`config.mk`:
```
export PLATFORM = sky130hd
export DESIGN_NAME = gesture_event_queue
export DESIGN_NICKNAME = d
export VERILOG_FILES = /design/src/rtl/gesture_pkg.sv /design/src/rtl/gesture_fifo.sv /design/src/rtl/gesture_event_queue.sv
export SDC_FILE = /design/constraint.sdc
export NUM_CORES = 1
export LEC_CHECK = 0
export BUFFER_PORTS_ARGS = -buffer_cell sky130_fd_sc_hd__buf_4
export CAP_MARGIN = 20
export CORE_UTILIZATION = 57
export CTS_CLUSTER_DIAMETER = 30
export DETAILED_ROUTE_END_ITERATION = 10
export PLACE_DENSITY_LB_ADDON = 0.3
export SETUP_SLACK_MARGIN = 0.2
export SLEW_MARGIN = 20
export SYNTH_ARGS = -nofsm -noshare
export SYNTH_HDL_FRONTEND = slang
export SYNTH_SLANG_ARGS = --single-unit
```
`constraint.sdc`:
```
create_clock -name iCLK -period 2.4 [get_ports iCLK]
set_clock_uncertainty 0.05 [all_clocks]
set_input_delay 0.12 -clock iCLK [delete_from_list [all_inputs] [get_ports iCLK]]
set_output_delay 0.12 -clock iCLK [all_outputs]
set_load 0.1 [all_outputs]
```
`src/rtl/gesture_pkg.sv`:
```
// Shared gesture definitions: event codes used by the queue and by every consumer of ev_code.
package gesture_pkg;

   typedef enum logic [1:0] {
      NONE = 2'b00,
      WEST = 2'b01,
      EAST = 2'b10,
      BOTH = 2'b11
   } gesture_code_t;

   function automatic gesture_code_t encode_gesture(input logic w, input logic e);
      gesture_code_t code;
      case ({w, e})
         2'b10:   code = WEST;
         2'b01:   code = EAST;
         2'b11:   code = BOTH;
         default: code = NONE;
      endcase
      return code;
   endfunction

endpackage

```
`src/rtl/gesture_fifo.sv`:
```
// Synchronous FIFO for gesture events; callers must never push when full unless also popping.
module gesture_fifo #(
   parameter int DEPTH = 4,
   parameter int WIDTH = 8
) (
   input  logic                     clk,
   input  logic                     rst,
   input  logic                     push,
   input  logic                     pop,
   input  logic [WIDTH-1:0]         wdata,
   output logic [WIDTH-1:0]         rdata,
   output logic                     full,
   output logic                     empty,
   output logic [$clog2(DEPTH):0]   count
);

   localparam int AW = $clog2(DEPTH);

   logic [WIDTH-1:0] mem [DEPTH];
   logic [AW-1:0]    wr_ptr;
   logic [AW-1:0]    rd_ptr;

   // NOTE: the storage array has no reset; entries are only observable through
   // rdata while count is non-zero, so stale contents can never leak out.
   always_ff @(posedge clk) begin
      if (push) mem[wr_ptr] <= wdata;
   end

   // NOTE: sequential state uses non-blocking assignments so every register
   // samples the pre-edge values regardless of statement order.
   always_ff @(posedge clk) begin
      if (rst) begin
         wr_ptr <= '0;
         rd_ptr <= '0;
         count  <= '0;
      end else begin
         if (push) wr_ptr <= wr_ptr + AW'(1);
         if (pop)  rd_ptr <= rd_ptr + AW'(1);
         case ({push, pop})
            2'b10:   count <= count + (AW+1)'(1);
            2'b01:   count <= count - (AW+1)'(1);
            default: count <= count;
         endcase
      end
   end

   assign full  = (count == (AW+1)'(DEPTH));
   assign empty = (count == '0);
   assign rdata = empty ? '0 : mem[rd_ptr];

endmodule

```
`src/rtl/gesture_event_queue.sv`:
```
// Gesture event queue: encodes West/East slide pulses, tags them with a sequence number and buffers them.
module gesture_event_queue
   import gesture_pkg::*;
#(
   parameter int DEPTH = 4,
   parameter int SEQ_W = 6
) (
   input  logic                       iCLK,
   input  logic                       iRST,
   input  logic                       Gest_W,
   input  logic                       Gest_E,
   output logic                       ev_valid,
   input  logic                       ev_ready,
   output logic [1:0]                 ev_code,
   output logic [SEQ_W-1:0]           ev_seq,
   output logic [$clog2(DEPTH):0]     ev_count,
   output logic                       overflow,
   input  logic                       ovf_clr
);

   localparam int EW = 2 + SEQ_W;

   gesture_code_t    in_code;
   logic             in_ev;
   logic             fifo_full;
   logic             fifo_empty;
   logic             do_push;
   logic             do_pop;
   logic             drop;
   logic [SEQ_W-1:0] seq_cnt;
   logic [EW-1:0]    head;

   assign in_code = encode_gesture(Gest_W, Gest_E);
   assign in_ev   = (in_code != NONE);

   // A full queue still accepts an event when the head leaves in the same cycle.
   assign do_pop  = ev_ready && !fifo_empty;
   assign do_push = in_ev && (!fifo_full || do_pop);
   assign drop    = in_ev && fifo_full && !do_pop;

   always_ff @(posedge iCLK) begin
      if (iRST) begin
         seq_cnt  <= '0;
         overflow <= 1'b0;
      end else begin
         if (in_ev) seq_cnt <= seq_cnt + SEQ_W'(1);
         if (drop)         overflow <= 1'b1;
         else if (ovf_clr) overflow <= 1'b0;
      end
   end

   gesture_fifo #(
      .DEPTH (DEPTH),
      .WIDTH (EW)
   ) u_fifo (
      .clk   (iCLK),
      .rst   (iRST),
      .push  (do_push),
      .pop   (do_pop),
      .wdata ({in_code, seq_cnt}),
      .rdata (head),
      .full  (fifo_full),
      .empty (fifo_empty),
      .count (ev_count)
   );

   assign ev_valid = !fifo_empty;
   assign ev_code  = head[EW-1 -: 2];
   assign ev_seq   = head[SEQ_W-1:0];

endmodule

```
Word level (Yosys, flattened, before mapping)
Memory sizes are Yosys's and may differ from the RTL's. A register that Yosys moved wholly into a read port is not among the register bits.
Cells that the tools add are included.
{"block": "op_classes", "n_addsub": 5, "eq_ne": 6, "mux": 9, "n_reduce_logical": 12}
{"operator": "$mux 8", "count": 1}
{"operator": "$add 6x1->6 const B", "count": 1}
{"operator": "$eq 2x2->1 const B", "count": 3}
{"operator": "$pmux 2 s3", "count": 1}
{"operator": "$pmux 3 s2", "count": 1}
{"operator": "$reduce_bool 2->1", "count": 3}
{"operator": "$add 2x1->2 const B", "count": 2}
{"operator": "$eq 2x1->1 const B", "count": 2}
{"operator": "$logic_and 1x1->1", "count": 4}
{"operator": "$mux 1", "count": 4}
{"operator": "$mux 2", "count": 2}
{"operator": "$add 3x1->3 const B", "count": 1}
{"operator": "$eq 3x3->1 const B", "count": 1}
{"operator": "$logic_not 1->1", "count": 3}
{"operator": "$logic_not 3->1", "count": 1}
{"operator": "$sub 3x1->3 const B", "count": 1}
{"operator": "$logic_or 1x1->1", "count": 1}
{"block": "word_totals", "regBits": 14, "ram_bits": 32, "input_bits": 6, "out_inout_bits": 13, "mem_count": 1}
{"memory": "u_fifo.mem", "words": 4, "word_bits": 8, "rd": 1, "rd_clocked_by_memory_dff": 1, "wr": 1, "line": "gesture_fifo.sv:19", "text": "logic [WIDTH-1:0] mem [DEPTH];"}

Logic depth before layout (Yosys ltp)
{"block": "logic_depth", "ltp_word": 7, "mapped_depth": 9}

Hierarchy
Synthesis repeated with hierarchy kept, for this count alone.
{"block": "hier_totals", "hier_cells": 134, "hier_area_um2": 1971.9}
{"module": "gesture_fifo", "instances": 1, "cells_each": 97, "area_each_um2": 1646.6}
{"module": "gesture_event_queue", "instances": 1, "cells_each": 37, "area_each_um2": 325.3}

Least setup slack after synthesis
OpenSTA, ideal clock, no wires.
{"block": "synth_path", "path_kind": "flip-flop to output port", "startpoint": "register u_fifo.count[2]", "endpoint": "output ev_code[0]", "arrival_time_ps": 2721, "required_time_ps": 2230, "setup_slack_ps": -491, "stages_incl_launch_ff": 4, "cell_sequence": "dfxtp_1 -> nor3_1 -> clkbuf_1 -> nor2b_1"}
{"block": "synth_via", "elab_chain_cells": 2}
{"item": "from (decl)", "line": "gesture_fifo.sv:14", "text": "output logic [$clog2(DEPTH):0] count"}
{"item": "from (signal assigned)", "line": "gesture_fifo.sv:40", "text": "2'b10: count <= count + (AW+1)'(1);"}
{"item": "from (signal assigned)", "line": "gesture_fifo.sv:41", "text": "2'b01: count <= count - (AW+1)'(1);"}
{"item": "from (signal assigned)", "line": "gesture_fifo.sv:42", "text": "default: count <= count;"}
{"item": "$logic_not 3->1", "line": "gesture_fifo.sv:48", "text": "assign empty = (count == '0);"}
{"item": "$mux 8", "line": "gesture_fifo.sv:49", "text": "assign rdata = empty ? '0 : mem[rd_ptr];"}
{"item": "to (decl)", "line": "gesture_event_queue.sv:14", "text": "output logic [1:0] ev_code,"}
No other way between the ends.

Worst setup path after layout
{"block": "layout_path", "startpoint": "register u_fifo.count[0]", "endpoint": "register u_fifo.count[2]"}
{"block": "layout_via", "elab_chain_cells": 7, "elab_cells_between_ends": 13, "cone_classes": "2 x add/sub; 3 x eq/ne; 1 x mux; 7 x reduce/logical"}
{"item": "$logic_not 3->1", "line": "gesture_fifo.sv:48"}
{"item": "$logic_not 1->1", "line": "gesture_event_queue.sv:37", "text": "assign do_pop = ev_ready && !fifo_empty;"}
{"item": "$logic_and 1x1->1", "line": "gesture_event_queue.sv:37"}
{"item": "$logic_or 1x1->1", "line": "gesture_event_queue.sv:38", "text": "assign do_push = in_ev && (!fifo_full || do_pop);"}
{"item": "$logic_and 1x1->1", "line": "gesture_event_queue.sv:38"}
{"item": "$eq 2x1->1 or $eq 2x2->1 (tied branches)", "line": "gesture_fifo.sv:39", "text": "case ({push, pop})"}
{"item": "$pmux 3 s2 or $reduce_bool 2->1 (tied branches)"}
Parallel ways exist; a longest one is shown, timed or not.
A chain may end at the register's enable or synchronous reset.

==> metrics.md <==
| Metric | Value |
|---|---|
| Post-Layout Cell Count | `212` |
| Synth area leader | `edfxtp_1` |
| Antenna Cells | `0` |
| Share of layout cells above drive strength 1 | `33.1%` |
| CP Capture Type | `flip-flop` |
| Worst slew pin tran | `467 ps` |
| Synth top cells by count | `edfxtp_1, dfxtp_1, nor2_1` |
| Min Tclk post-route | `~2200 ps` |
| Synth cell types | `27` |
| Initial DRC count | `19` |
| CTS tree | `done` |
| Post-DR wirelength/cell | `16.9 um` |
| Clock sink count | `48` |
| Die Wd | `61.1 um` |
| Ys async rst share | `0%` |
| Syn_nets | `around 150` |
| Gp weighted congestion | `0.747` |
| Clock buffer count from CTS | `5` |
| Largest net degree at the start of global routing | `18` |
| RSZ-0062 raised after global routing | `yes` |
| DP HPWL | `2420 um` |
| Synth top area cells | `edfxtp_1, dfxtp_1, mux4_2, ha_1, xor2_1` |
| Final WL | `3580 um` |
| Crit-path max FO | `5` |
| Synth Instances | `139` |
| EDFF count, synth | `32` |
| Core ar. | `about 3300 sq um` |
| Worst setup margin | `178 ps` |
| Tightest Hold Check Type | `primary input to flip-flop` |
| CTS max path bufs | `2` |
| Max-cap violations | `0` |
| Initial Util | `59.7%` |
| Die height | `61.1 um` |
| Crit path DAT | `2450 ps` |
| Syn Area/Cell | `between 10 and 15 sq um` |
| Initial antenna violation count | `0` |
| Fin crit share | `92.6%` |
| Final net count | `178` |
| Die area | `3740 sq um` |
| Status | `completed` |
| CP Cell Sequence | `nor4b_4 > nor2_4 > inv_1 > ha_2 > inv_1 > fa_2 > xor2_1 > or3_1 > a21oi_1` |
| Buffers on Ports | `18` |
| Pre-CTS setup slack | `182 ps` |
| ANT nets after route | `0` |
| Final setup violation count | `0` |
| Clock slew seen by the registers of the worst setup and hold paths | `130 ps` |
| Router iterations before antenna repair | `4` |
| Via Count | `1160` |
| # fillers | `237` |
| CP startpoint kind | `flip-flop` |
| H-tree levels | `2` |
| Worst-Skew Late Latency | `350 ps` |
| Critical path class | `flip-flop to flip-flop` |
| Area Overhead vs Synth | `18.5%` |
| # DRC | `0` |
| Fmax | `450 MHz` |
| Rows | `21` |
| Slew Limit Fails | `0` |
| First-pass GRT wire length | `5530 um` |
| Clock root buffer master | `clkbuf_4` |
| Hold Fails Final Rpt | `0` |
| Top-area cell type share of the netlist area | `between 40% and 50%` |
| Most frequent cell after synthesis | `edfxtp_1` |
| IO Count | `19` |
| WP data required | `~2600 ps` |
| Total global-route track usage | `between 20 and 25%` |
| Relative slew slack | `68.8%` |
| Ys flop type | `edfxtp_1` |
| Total gr overflow | `0` |
| Vias in the first global route | `roughly 1.1k` |
| Post-Synthesis Cell Area | `between 1500 and 2000 sq um` |
| Vias/cell | `5.47` |
| Warnings from Yosys | `0` |
| Number of synthesized register bits | `48` |
| Setup_tns | `0 ps` |
| Critical path's most frequent cell | `inv_1` |
| Seq/Total Area, Yosys | `around 64%` |
| Worst path max stage delay | `400 ps` |
| Critical Path Slowest Stage Cell | `nor4b_4` |
| Placed cells | `197` |
[critical path, delay by kind of cell, from the launching register on]
family                   cells  cell delay, ps
AND/OR/NAND/NOR              3             800
adder cells (fa/ha/maj)      2             510
XOR/XNOR                     1             150
flip-flops                   1             370
AO/OA/AOI/OAI                1             170
buffers and inverters        2             120
[placed cells by master, fill, tap and decap left out, drive strengths merged]
master,Yosys,final
edfxtp,32,32
buf,2,22
dfxtp,16,16
nor2,13,13
inv,8,8
mux4,8,8
nor2b,8,8
xor2,7,7
clkbuf,4,7
a21oi,6,6
ha,6,6
o21ai,5,5
and2,4,4
dlygate4sd3,0,4
nand2,3,3
nand2b,3,3
o2111ai,2,2
or3,2,2
o31ai,2,2
nor3,1,1
nor4b,1,1
mux2,1,1
nand3,1,1
or4,1,1
mux2i,1,1
fa,1,1
bufinv,0,1
[cell type report]
class | instances | area [sq um] | area share [%]
Sequential cell | 48 | 1290 | 54.8
Multi-Input combinational cell | 76 | 698 | 29.6
Timing Repair Buffer | 26 | 205 | 8.70
Tap cell | 46 | 57.6 | 2.44
Clock buffer | 7 | 45.0 | 1.91
Clock inverter | 1 | 30.0 | 1.27
Inverter | 8 | 30.0 | 1.27
[per-layer routing]
metal	global-route usage [%]	vias to the layer above	wire length (um)
met5	0	-	0
met4	6.82	0	38
met3	6.30	5	108
met2	40.7	26	1950
met1	24.8	575	1480
li1	-	554	-
[through the flow]
stage          hold WS, ps  area [sq um]  util (%)
3_3_place_gp           331          2210      66.1
6_report               104          2360      70.7
4_1_cts               92.7          2320      69.6
2_1_floorplan          252          2040         -
5_1_grt               86.5          2360      70.7
3_5_place_dp           342          2210      66.1
[what timing repair did]
action / in CTS / in global routing
setup buffers: 0 / 3
setup endpoints to repair: 9 / 1
pin swaps: 1 / 2
endpoints found under the hold margin: 13 / 0
gates resized for setup: 1 / 3
hold buffers: 4 / 0
[cells by family after synthesis]
logic type | Yosys count | share of synthesized area (%)
flip-flops | 48 | 64.3
buffers and inverters | 15 | 3.20
AND/OR/NAND/NOR | 37 | 10.1
AO/OA/AOI/OAI | 15 | 4.40
multiplexers | 10 | 10.1
XOR/XNOR | 7 | 3.08
adder cells (fa/ha/maj) | 7 | 4.77
[path summary, 6_finish.rpt]
| check | start | to | slack, ps | depth (start not counted) |
|---|---|---|---|---|
| worst max-delay path | u_fifo.count[0] | u_fifo.count[2] | 180 | 9 |
| worst min-delay path | Gest_W | seq_cnt[1] | 100 | 4 |
| worst max register to register | u_fifo.count[0] | u_fifo.count[2] | 180 | 9 |
| worst min register to register | overflow | overflow | 460 | 2 |
[flip-flops by register name, summed over array words and instances (netlist names), named ones only]
register / count
seq_cnt: 6
u_fifo.rd_ptr: 2
overflow: 1
u_fifo.mem: 32
u_fifo.wr_ptr: 2
u_fifo.count: 3
Power is left out: the tool's default activity adds up to more than one toggle a clock period on the data nets, which glitch-free logic cannot reach.
